**config.mk**
```make
export PLATFORM = sky130hd
export DESIGN_NAME = id_gen
export DESIGN_NICKNAME = d
export VERILOG_FILES = /design/src/rtl/id_gen_pkg.sv /design/src/rtl/id_gen_bcd_counter.sv /design/src/rtl/id_gen.sv
export SDC_FILE = /design/constraint.sdc
export NUM_CORES = 1
export LEC_CHECK = 0
export CAP_MARGIN = 25
export CORE_MARGIN = 5
export CORE_UTILIZATION = 42
export DETAILED_ROUTE_END_ITERATION = 6
export PLACE_DENSITY = 0.77
export SLEW_MARGIN = 20
export SYNTH_ARGS = -nofsm -noshare
export SYNTH_HDL_FRONTEND = slang
export SYNTH_SLANG_ARGS = --single-unit
```
**constraint.sdc**
```tcl
create_clock -name clk -period 2.2 [get_ports clk]
set_input_delay 0.33 -clock clk [delete_from_list [all_inputs] [get_ports clk]]
set_output_delay 0.33 -clock clk [all_outputs]
set_load 0.02 [all_outputs]
```
**src/rtl/id_gen_pkg.sv**
```systemverilog
// Shared constants and state encoding for the identifier stream generator.
package id_gen_pkg;

  localparam logic [7:0] CH_LA   = 8'd97;
  localparam logic [7:0] CH_UA   = 8'd65;
  localparam logic [7:0] CH_0    = 8'd48;
  localparam logic [4:0] ALPHA_N = 5'd26;

  typedef enum logic [1:0] {
    ST_IDLE  = 2'b00,
    ST_ALPHA = 2'b01,
    ST_DIGIT = 2'b10,
    ST_SEP   = 2'b11
  } state_e;

  // Letter index runs up to 30, so a single subtraction is enough for mod 26.
  function automatic logic [4:0] wrap_letter(input logic [4:0] idx);
    return (idx >= ALPHA_N) ? idx - ALPHA_N : idx;
  endfunction

endpackage

```
**src/rtl/id_gen_bcd_counter.sv**
```systemverilog
// Fixed-width BCD counter: each digit carries at 9->0, all-9s wraps to zero.
module bcd_counter #(
  parameter int NDIG = 3
) (
  input  logic              clk,
  input  logic              reset,
  input  logic              inc,
  output logic [4*NDIG-1:0] q
);

  logic [4*NDIG-1:0] q_q, q_d;
  logic              carry;

  always_comb begin
    q_d   = q_q;
    carry = inc;
    for (int i = 0; i < NDIG; i++) begin
      if (carry) begin
        if (q_q[4*i +: 4] == 4'd9) begin
          q_d[4*i +: 4] = 4'd0;
        end else begin
          q_d[4*i +: 4] = q_q[4*i +: 4] + 4'd1;
          carry         = 1'b0;
        end
      end
    end
  end

  always_ff @(posedge clk or posedge reset) begin
    if (reset) q_q <= '0;
    else       q_q <= q_d;
  end

  assign q = q_q;

endmodule

```
**src/rtl/id_gen.sv**
```systemverilog
// Emits <letters><NDIG BCD digits><separator>, one character per valid&&rdy handshake.
// Handshake: a character transfers on a clk edge where valid && rdy; char/valid hold while !rdy.
module id_gen
  import id_gen_pkg::*;
#(
  parameter int         NDIG     = 3,
  parameter logic [7:0] SEP_CHAR = 8'd32
) (
  input  logic              clk,
  input  logic              reset,
  input  logic              start,
  input  logic [4:0]        len,
  input  logic              upper,
  input  logic              rdy,
  output logic [7:0]        char_o,
  output logic              valid,
  output logic              busy,
  output logic              done,
  output logic [4*NDIG-1:0] seq
);

  localparam logic [2:0] PTR_TOP = 3'(NDIG - 1);

  state_e     state_q, state_d;
  logic [4:0] len_q, len_d;
  logic [4:0] idx_q, idx_d;
  logic [2:0] ptr_q, ptr_d;
  logic       upper_q, upper_d;
  logic       done_q, done_d;
  logic       seq_inc;
  logic [3:0] nib;

  bcd_counter #(.NDIG(NDIG)) u_seq (
    .clk   (clk),
    .reset (reset),
    .inc   (seq_inc),
    .q     (seq)
  );

  // Output decode uses registered state only; rdy and start never reach char_o/valid.
  always_comb begin
    char_o = 8'd0;
    valid  = 1'b0;
    nib    = 4'd0;
    for (int i = 0; i < NDIG; i++) begin
      if (ptr_q == 3'(i)) nib = seq[4*i +: 4];
    end
    case (state_q)
      ST_ALPHA: begin
        valid  = 1'b1;
        char_o = (upper_q ? CH_UA : CH_LA) + {3'b000, wrap_letter(idx_q)};
      end
      ST_DIGIT: begin
        valid  = 1'b1;
        char_o = CH_0 + {4'b0000, nib};
      end
      ST_SEP: begin
        valid  = 1'b1;
        char_o = SEP_CHAR;
      end
      default: ;
    endcase
  end

  always_comb begin
    state_d = state_q;
    len_d   = len_q;
    idx_d   = idx_q;
    ptr_d   = ptr_q;
    upper_d = upper_q;
    done_d  = 1'b0;
    seq_inc = 1'b0;
    case (state_q)
      ST_IDLE: begin
        if (start) begin
          len_d   = (len == 5'd0) ? 5'd1 : len;
          upper_d = upper;
          idx_d   = 5'd0;
          state_d = ST_ALPHA;
        end
      end
      ST_ALPHA: begin
        if (rdy) begin
          if (idx_q == len_q - 5'd1) begin
            state_d = ST_DIGIT;
            ptr_d   = PTR_TOP;
          end else begin
            idx_d = idx_q + 5'd1;
          end
        end
      end
      ST_DIGIT: begin
        if (rdy) begin
          if (ptr_q == 3'd0) state_d = ST_SEP;
          else               ptr_d   = ptr_q - 3'd1;
        end
      end
      ST_SEP: begin
        if (rdy) begin
          state_d = ST_IDLE;
          done_d  = 1'b1;
          seq_inc = 1'b1;
        end
      end
      default: state_d = ST_IDLE;
    endcase
  end

  always_ff @(posedge clk or posedge reset) begin
    if (reset) begin
      state_q <= ST_IDLE;
      len_q   <= 5'd1;
      idx_q   <= 5'd0;
      ptr_q   <= 3'd0;
      upper_q <= 1'b0;
      done_q  <= 1'b0;
    end else begin
      state_q <= state_d;
      len_q   <= len_d;
      idx_q   <= idx_d;
      ptr_q   <= ptr_d;
      upper_q <= upper_d;
      done_q  <= done_d;
    end
  end

  assign busy = (state_q != ST_IDLE);
  assign done = done_q;

endmodule

```
### Word-level counts from Yosys, hierarchy flattened

Cells that the tools add are included.

* input port bits: 10
* register bits: 29
* output and inout port bits: 23

* mux-type cells: 33
* eq/ne operators: 17
* reduce and logical (&&, ||, !) cells: 11
* add/sub/neg operators: 9
* magnitude comparators: 1

Operators by type and width (number)
* $mux 5: 5
* $mux 4: 6
* $pmux 8 s3: 1
* $ne 2x2->1 const B: 8
* $add 4x1->4 const B: 3
* $eq 4x4->1 const B: 3
* $mux 2: 6
* $mux 3: 4
* $pmux 5 s2: 1
* $add 7x5->8: 1
* $pmux 2 s4: 1
* $add 6x4->7 const A: 1
* $mux 1: 7
* $mux 6: 1
* $pmux 3 s2: 1
* $reduce_and 6->1: 1
* $reduce_bool 2->1: 3
* $add 5x1->5 const B: 1
* $eq 5x5->1: 1
* $ge 5x5->1 const B: 1
* $logic_not 5->1: 1
* $reduce_and 5->1: 1
* $sub 5x1->5 const B: 1
* $sub 5x5->5 const B: 1
* 10 further kinds: 11

### Longest topological paths before layout

* word-level depth: 6
* gate-level depth with buffers: 11
* depth with buffers taken out: 10

### Hierarchy

A second synthesis with hierarchy kept.

* cell total of the unflattened synthesis: 245
* area total of the unflattened synthesis: 2227.1 um2

Modules (own cells, without submodules)
* id_gen: instances 1, cells an instance 187, area each 1599.0 um2, sequential area each 426.7 um2
* bcd_counter: instances 1, cells an instance 58, area each 628.1 um2, sequential area each 300.3 um2

### Worst setup path before layout

Ideal clock, no wire load.

* kind: reg-to-output
* from: register idx_q[1]
* to: output char_o[4]
* data required time: 1.870 ns
* buffers on the path: 1
* slack: -0.267 ns
* cell stages (with the launch flop): 11
* arrival: 2.137 ns
* cells stage by stage: dfrtp_1 clkbuf_2 inv_1 ha_1 inv_1 o21ba_1 xnor2_1 ha_1 nor2b_1 a21oi_1 o22ai_1

* word-level cells in the longest chain between the ends: 4

RTL lines
* start, declared: line id_gen.sv:26 `logic [4:0] idx_q, idx_d;`
* start signal, assigned: line id_gen.sv:120 `idx_q <= idx_d;`
* $sub 5x5->5 / $ge 5x5->1 (equally long branches): line id_gen_pkg.sv:18 `return (idx >= ALPHA_N) ? idx - ALPHA_N : idx;`
* $mux 5 *: line id_gen_pkg.sv:18
* $add 7x5->8 *: line id_gen.sv:51 `char_o = (upper_q ? CH_UA : CH_LA) + {3'b000, wrap_letter(idx_q)};`
* $pmux 8 s3 *: line id_gen.sv:48 `case (state_q)`
* end, declared: line id_gen.sv:15 `output logic [7:0] char_o,`

Every way passes the cells marked *; elsewhere a longest branch is shown, timed or not.

### Worst setup path after layout

Ends and elaborated chain as after synthesis.

==> results.toml <==
[die]
die_x_um = 80.4
die_h_um = 80.4
core_area_um2 = 4750
die_area_um2 = 6470
row_count = 25
start_util_pct = 43.8
io_pins = 33

[sta]
finalMaxSlewViolations = 0
fin_tns_setup_ns = -1.83
rsz0062_at_grt = "yes"
timing.slew.headroom_pct = 69.9
finalHoldViolCount = 0
min_period_ns = 2.59
clock.fmax_mhz = 386
tightest_slew_ns = 0.449
setup_viol = 7
finClkSkew_ns = 0.00908
setup_slack_ns = -0.387
period_share_pct = 118
worst_hold_slack_ns = 0.419

[pwr]
power.leakage_nw = 1.39
p_sw_mw = 1.87
ir_drop_v = 0.000814
p_seq_share_pct = 20.7
power_mw = 4.39
p_int_mw = 2.52
power.density_nw_per_um2 = 1380
pwr-share-comb_pct = 66.3
pwr-share-clk_pct = 13.0
switching_share_pct = 42.6

[clock_tree]
htree_levels = 2
path_clk_slew_ns = 0.07
cts_buffers = 5
cts_hold_buf = 0
clock_path_buffers = 2
insertion_delay_ns = 0.28
clkSinkCount = 29
root_buffer = "clkbuf_8"
cts_tree = "built"

[routing]
ant_nets = 0
wl_met2_um = 2790
vias = 1996
dr.pass1.iters = 4
routed_wl_um = 5540
wl_per_cell_um = 14.7
drc = 0
via_per_inst = 5.29
m1WireLength_um = 2410
routed.top_layer = "met4"
drtIter0Drc = 106
dr_wl_met3_um = 220

[cells_and_area]
n_antenna_cell = 0
n_fill_cell = 365
fin_nets = 333
drive_gt1_share_pct = 37.1
fin_util_pct = 66.9
area.growth.synth_to_final_pct = 52.7
final_cell_area_um2 = 3180
fin_cells = 377

[grt]
grt_overflow = 0
antenna_found_initial = 0
grt_max_degree = 30
grt_pass1_vias = 2000
grt_first_pass_wirelength_um = 9330
track_usage_pct = 18.7

[place]
post_dp_cell_area_um2 = 2850
dp_cells = 362
post-place-ws_ns = -0.615
globalplace.congestion = 0.849
io_buffers = 32
dp_hpwl_um = 3900

[yosys]
yosysWarnings = 0
synth-edff-count = 0
synth_seq_cells = 29
postSynthCellCount = 224
synth-async-reset-ratio_pct = 100
ys_types = 54
seq_area_frac_synth_pct = 34.9
ys.flop_type = "dfrtp_1"
synth_nets = 248
synth_area_um2 = 2080
syn_area_per_cell_um2 = 9.30
yosys.area.top_type = "dfrtp_1"
yosysMostFrequentCell = "dfrtp_1"
yosys-top-cells-count = "dfrtp_1, inv_1, nand2_1, a21oi_1, ha_1"
synth_top_area_share_pct = 33.6
synth.area.top_cells = "dfrtp_1, ha_1, xnor2_1"

[run_status]
violations = "negative setup slack"
status = "complete, but fails checks"

[run]
maxCapViolCount = 0

[setup_path]
crit_required_ns = 1.87
path_class = "reg -> out"
critPathMaxFanout = 3
cp.arrival_ns = 2.26
end_kind = "output pin"
cp-start-kind = "flop"

[hold_path]
hold_class = "in -> async"
[power by group through the flow]
stage                     clock network, mW  logic, mW  registers, mW
after floorplan                           0       1.45          0.988
after global placement                    0       2.52          0.894
after detailed placement                  0       2.58          0.899
after CTS                             0.580       2.75          0.902
after global routing                  0.604       3.15          0.943
final                                 0.569       2.91          0.911
[flip-flops by register name (all words and copies together), names as in the netlist]
| register | flops |
|---|---|
| idx_q | 5 |
| len_q | 5 |
| state_q | 2 |
| done | 1 |
| u_seq.q | 12 |
| upper_q | 1 |
| ptr_q | 3 |
[critical path: stages, from the launching register on]
cell and delay (ns):
dfrtp_2 0.45, ha_4 0.18, nor2b_4 0.12, o21ba_4 0.21
xnor2_4 0.16, ha_4 0.17, nand3_2 0.05, o211a_1 0.21
a21oi_2 0.20, o22ai_4 0.10, buf_6 0.14
[worst paths after layout]
check	startpoint	endpoint	slack, ns	cells after the start
setup reg to reg	state_q[0]	idx_q[4]	0.05	9
hold reg to reg	len_q[0]	len_q[0]	0.51	2
hold / removal	reset	u_seq.q[4]	0.42	3
max in group asynchronous	reset	len_q[0]	1.46	3
min in group clk	len_q[0]	len_q[0]	0.51	2
setup / recovery	idx_q[1]	char_o[4]	-0.39	10
[metal layers]
layer | global-route usage [%] | up-vias
met2 | 31.5 | 60
met3 | 3.48 | 9
met1 | 23.0 | 957
met5 | 0 | -
met4 | 8.61 | 0
li1 | - | 970
[what timing repair did]
item | in CTS | in global routing
endpoints found under the setup margin | 10 | 12
pin swaps | 9 | 4
setup buffers | 6 | 2
gates resized for setup | 68 | 10
[placed cells by master, fill, tap and decap left out, drive strengths merged, types with 4 or more instances in the layout]
master	count
buf	61
dfrtp	28
clkdlybuf4s50	22
inv	19
nand2	16
a21oi	14
ha	14
nor2	13
xnor2	11
o21ai	10
nand3	10
nor2b	8
clkbuf	7
mux2	7
xor2	5
nor3	4
a21o	4
a31oi	4
and3	4
[area by class of cell]
type / instances / area (um^2) / area share (%)
multi-input combinational: 169 / 1470 / 46.1
sequential: 29 / 728 / 22.9
timing repair buffer: 85 / 708 / 22.3
clock buffer: 7 / 86.3 / 2.71
tap: 67 / 83.8 / 2.64
inverter: 19 / 76.3 / 2.40
clock inverter: 1 / 30.0 / 0.944
[logic make-up after synthesis]
kind of cell / share of synthesized area [%]
flops: 34.9
mux: 5.23
fa+ha+maj: 8.41
buf+inv: 5.53
xor+xnor: 7.81
simple gates: 20.1
compound gates: 18.0
(Power assumes the default switching activity.)
==> RTL edit 1: new RTL, same flow settings <==
The 4 states of `state_e` get a one-hot encoding in 4 bits.
--- a/src/rtl/id_gen_pkg.sv
+++ b/src/rtl/id_gen_pkg.sv
@@ -6,11 +6,11 @@
   localparam logic [7:0] CH_0    = 8'd48;
   localparam logic [4:0] ALPHA_N = 5'd26;
 
-  typedef enum logic [1:0] {
-    ST_IDLE  = 2'b00,
-    ST_ALPHA = 2'b01,
-    ST_DIGIT = 2'b10,
-    ST_SEP   = 2'b11
+  typedef enum logic [3:0] {
+    ST_IDLE  = 4'b0001,
+    ST_ALPHA = 4'b0010,
+    ST_DIGIT = 4'b0100,
+    ST_SEP   = 4'b1000
   } state_e;
 
   // Letter index runs up to 30, so a single subtraction is enough for mod 26.
Check against the original RTL: same outputs for any inputs over 4 cycles, from zero or initial values and one cycle with reset high; so few cycles prove little.
==> RTL edit 1 against the unedited design <==
  * The run still ends with negative setup slack left
  * Wire length is 1.4% lower
  * Sequential cell count increased by 2
  * Setup slack worse by 0.034 ns
  * Via count up 3.0%
  * Largest cell class unchanged
  * Critical endpoint is now char_o[5]
  * Cell area fell by 0.87%
  * Synthesized area up 1.7%
  * Clock power fell by 25%
  * Non-clock buffer count is 3 higher
  * Total power decreased by 38%
==> RTL edit 1: results (changes against the unedited design) <==
grt:
  use_met2: 0.3013  # -0.01326
  use_met3: 0.03326  # -0.001494
  grt_pass1_vias: 2097  # +4.9%
drt:
  routed_via_density: 5.245  # -0.94%
  wl_per_cell_um: 13.94  # -5.2%
  totalWireLength_mm: 5.463  # -1.4%
finish:
  multi_input_area_share: 0.4425  # -0.01899
  num-nets-final: 344  # +3.3%
  clk_share: 0.02579  # -0.01079
  num-multi-input-gates: 180  # +6.5%
  nFillCells: 402  # +10%
timing:
  setup_violations: 7  # unchanged
  setup_slack_ns: -0.4217  # -0.03427 ns
  fin_skew_ns: 0.006626  # -0.002459 ns
  hold_ws_ns: 0.4179  # -0.001126 ns
synthesis:
  ys_top_cells_by_count: "dfrtp_1, nand2_1, inv_1"
  syn_nets: 254  # +2.4%
  ys_seq_area_frac: 0.3672  # +0.01823
setup_path:
  worstSetupStartpoint: "idx_q[2]$_DFFE_PP0P_"
  arrival_ns: 2.29  # +0.03 ns
  reg2reg_from: "idx_q[1]$_DFFE_PP0P_"
outcome:
  violations: "negative setup slack"
  outcome: "finished, violations left"
power:
  p_sw_frac: 0.3840  # -0.04194
  pg_seq_mw: 0.821  # -9.9%
  irDropWorstVdd_v: 0.0009007  # +11%
placed_design:
  dpl_worst_slack_ns: -0.6547  # -0.04012 ns
  post-place-cells: 375  # +3.6%
  placed_area_mm2: 0.002917  # +2.2%
floorplan:
  die_area_mm2: 0.006567  # +1.5%
-- RTL edit 1: changes by cell type in the layout (fill, tap and decap cells not counted), sizes merged, moves of 3 or more --
cell     delta
nor2        +3
ha          -4
a31oi       -3
o21ai       +5
nor2b       -4
nand2      +10
nand3       -6
buf         +3
o2bb2ai     +3
a211o       +3
-- RTL edit 1: timing repair --
action                     CTS  global route
buffers inserted             4             5
hold endpoints to repair     0             0
hold buffers                 0             0
gates resized for setup     60            11
pin swaps                    8             7
setup endpoints to repair   10            11
-- RTL edit 1: kinds of logic after synthesis --
kind of cell | count (synthesis) | share of synthesized area
compound gates | 55 | 0.1812
buf+inv | 23 | 0.04663
mux | 10 | 0.05077
fa+ha+maj | 10 | 0.05903
xor+xnor | 16 | 0.06612
flops | 31 | 0.3672
simple gates | 89 | 0.2290
-- RTL edit 1: metal layers --
metal,wire [um],vias to the layer above
li1,-,1014
met3,232,13
met1,2506,969
met5,0,-
met4,119,0
met2,2605,60
==> RTL edit 2: new RTL, config.mk and constraints unchanged <==
Without the edit above. `NDIG` is set to 3 in 2 places; all go to 2.
--- a/src/rtl/id_gen_bcd_counter.sv
+++ b/src/rtl/id_gen_bcd_counter.sv
@@ -1,6 +1,6 @@
 // Fixed-width BCD counter: each digit carries at 9->0, all-9s wraps to zero.
 module bcd_counter #(
-  parameter int NDIG = 3
+  parameter int NDIG = 2
 ) (
   input  logic              clk,
   input  logic              reset,
--- a/src/rtl/id_gen.sv
+++ b/src/rtl/id_gen.sv
@@ -3,7 +3,7 @@
 module id_gen
   import id_gen_pkg::*;
 #(
-  parameter int         NDIG     = 3,
+  parameter int         NDIG     = 2,
   parameter logic [7:0] SEP_CHAR = 8'd32
 ) (
   input  logic              clk,
Ports: changed (resized seq); port bits go from 33 to 29. The function was not compared with the original's and may differ.
==> RTL edit 2 against the unedited design <==
  * The run still ends with negative setup slack left
  * Sequential power decreased by 12%
  * Count of clock-buffer cells in the layout fell by 4
  * Sequential cell count is 4 lower
  * Total power is 19% lower
  * Cell area is 13% lower
  * Clock skew grew 0.0022 ns
  * Setup slack better by 0.088 ns
  * Synthesized area shrank 11%
  * Wire length fell by 14%
  * Register-to-register slack improved by 0.05 ns
  * Utilization is 3.0 points lower
  * Largest power group unchanged
  * Highest routed layer unchanged
==> RTL edit 2: results (changes against the unedited design) <==
power:
  intPower_mw: 1.988  # -21%
  comb_cell_power_mw: 2.45  # -16%
  p_leak_nw: 1.202  # -14%
  irDropWorstVdd_v: 0.0009925  # +22%
  power_frac_seq: 0.227  # +0.020
drt:
  met3_length_um: 203  # -7.7%
  met2_length_mm: 2.428  # -13%
  first_iter_violations: 86  # -19%
  met1_length_mm: 2.065  # -14%
  wl_per_cell_um: 14.82  # +0.81%
  via_count: 1725  # -14%
timing:
  tns_ns: -1.223  # +0.6094 ns
  setup_slack_ns: -0.2998  # +0.08757 ns
  relSlewSlack: 0.7568  # +0.05806
  setup_violations: 7  # unchanged
  fin_skew_ns: 0.01130  # +0.002215 ns
  hold_ws_ns: 0.3942  # -0.02488 ns
placed_design:
  hpwl_mm: 3.469  # -11%
  post-place-cells: 310  # -14%
  placed_area_mm2: 0.002494  # -13%
  routabilityCongestion: 0.8124  # -4.3%
  dpl_worst_slack_ns: -0.5532  # +0.06142 ns
  io_buffers: 28  # -13%
setup_path:
  ff2ff_setup_slack_ns: 0.10  # +0.05 ns
  reg2reg_from: "len_q[0]$_DFFE_PP1P_"
  timing.rr.end: "ptr_q[0]$_DFFE_PP0P_"
  arrival_ns: 2.17  # -0.09 ns
  r2r_cells: 7  # -2
  cp-endpoint: "char_o[2]"
finish:
  seqCellArea_um2: 629.4  # -14%
  bufAreaShareNonClock: 0.2202  # -0.002451
  design.seq.count: 25  # -14%
  buffers_excl_clock: 71  # -16%
  clk_share: 0.01767  # -0.01891
  final_cell_count_no_fill: 321  # -15%
  num-nets-final: 293  # -12%
  nFillCells: 343  # -6.0%
  inv_count: 16  # -3
  num-multi-input-gates: 153  # -9.5%
  drive_above_1_share: 0.3829  # +0.01193
  multi_input_area_share: 0.4880  # +0.02654
  clkbuf_count: 3  # -4
  largest_register_ffs: 8  # -4
grt:
  grt_usage: 0.1584  # -0.02862
  grt_pass1_vias: 1630  # -19%
  antenna_found_initial: 0  # unchanged
  grt_pass1_wl_mm: 7.638  # -18%
  grt_max_degree: 26  # -13%
synthesis:
  syn_nets: 222  # -10%
  synth_area_leaders: "dfrtp_1, ha_1, mux2_2"
  avgSynthCellArea_um2: 9.280  # -0.21%
  yosysUniqueCellTypes: 51  # -5.6%
  postSynth.asyncResetShare: 1.000  # unchanged
  ys_top_cells_by_count: "dfrtp_1, nand2_1, inv_1"
outcome:
  outcome: "finished, violations left"
  violations: "negative setup slack"
clock_tree:
  ctsHtreeMaxLevel: 1  # -1
  cts.clk_slew.worst_paths_ns: 0.10  # +0.03 ns
  cts_resized: 52  # -24%
floorplan:
  die_x_um: 76.31  # -5.1%
[RTL edit 2: cell types whose count changed in the layout (fill, tap and decap cells not counted), moves of 4 or more]
cell,delta
a21oi_1,-10
a31oi_1,-4
buf_4,-12
clkdlybuf4s50_1,-4
dfrtp_1,-5
nand2_1,+4
nand3_1,+4
o211ai_1,+4
[RTL edit 2: cell families (layout without fill, tap and decap cells)]
| kind of cell | count (synthesis) | after routing | synth area share |
|---|---|---|---|
| AND/OR/NAND/NOR | 73 | 73 | 0.2073 |
| flip-flops | 25 | 25 | 0.3394 |
| multiplexers | 13 | 13 | 0.07656 |
| adder cells (fa/ha/maj) | 13 | 13 | 0.08808 |
| XOR/XNOR | 13 | 13 | 0.06572 |
| AO/OA/AOI/OAI | 41 | 41 | 0.1775 |
| buffers and inverters | 21 | 91 | 0.04539 |
[RTL edit 2: metal layers]
metal | GRT usage | vias up
met1 | 0.1954 | 817
li1 | - | 850
met5 | 0 | -
met4 | 0.04545 | 0
met2 | 0.2731 | 49
met3 | 0.03783 | 9
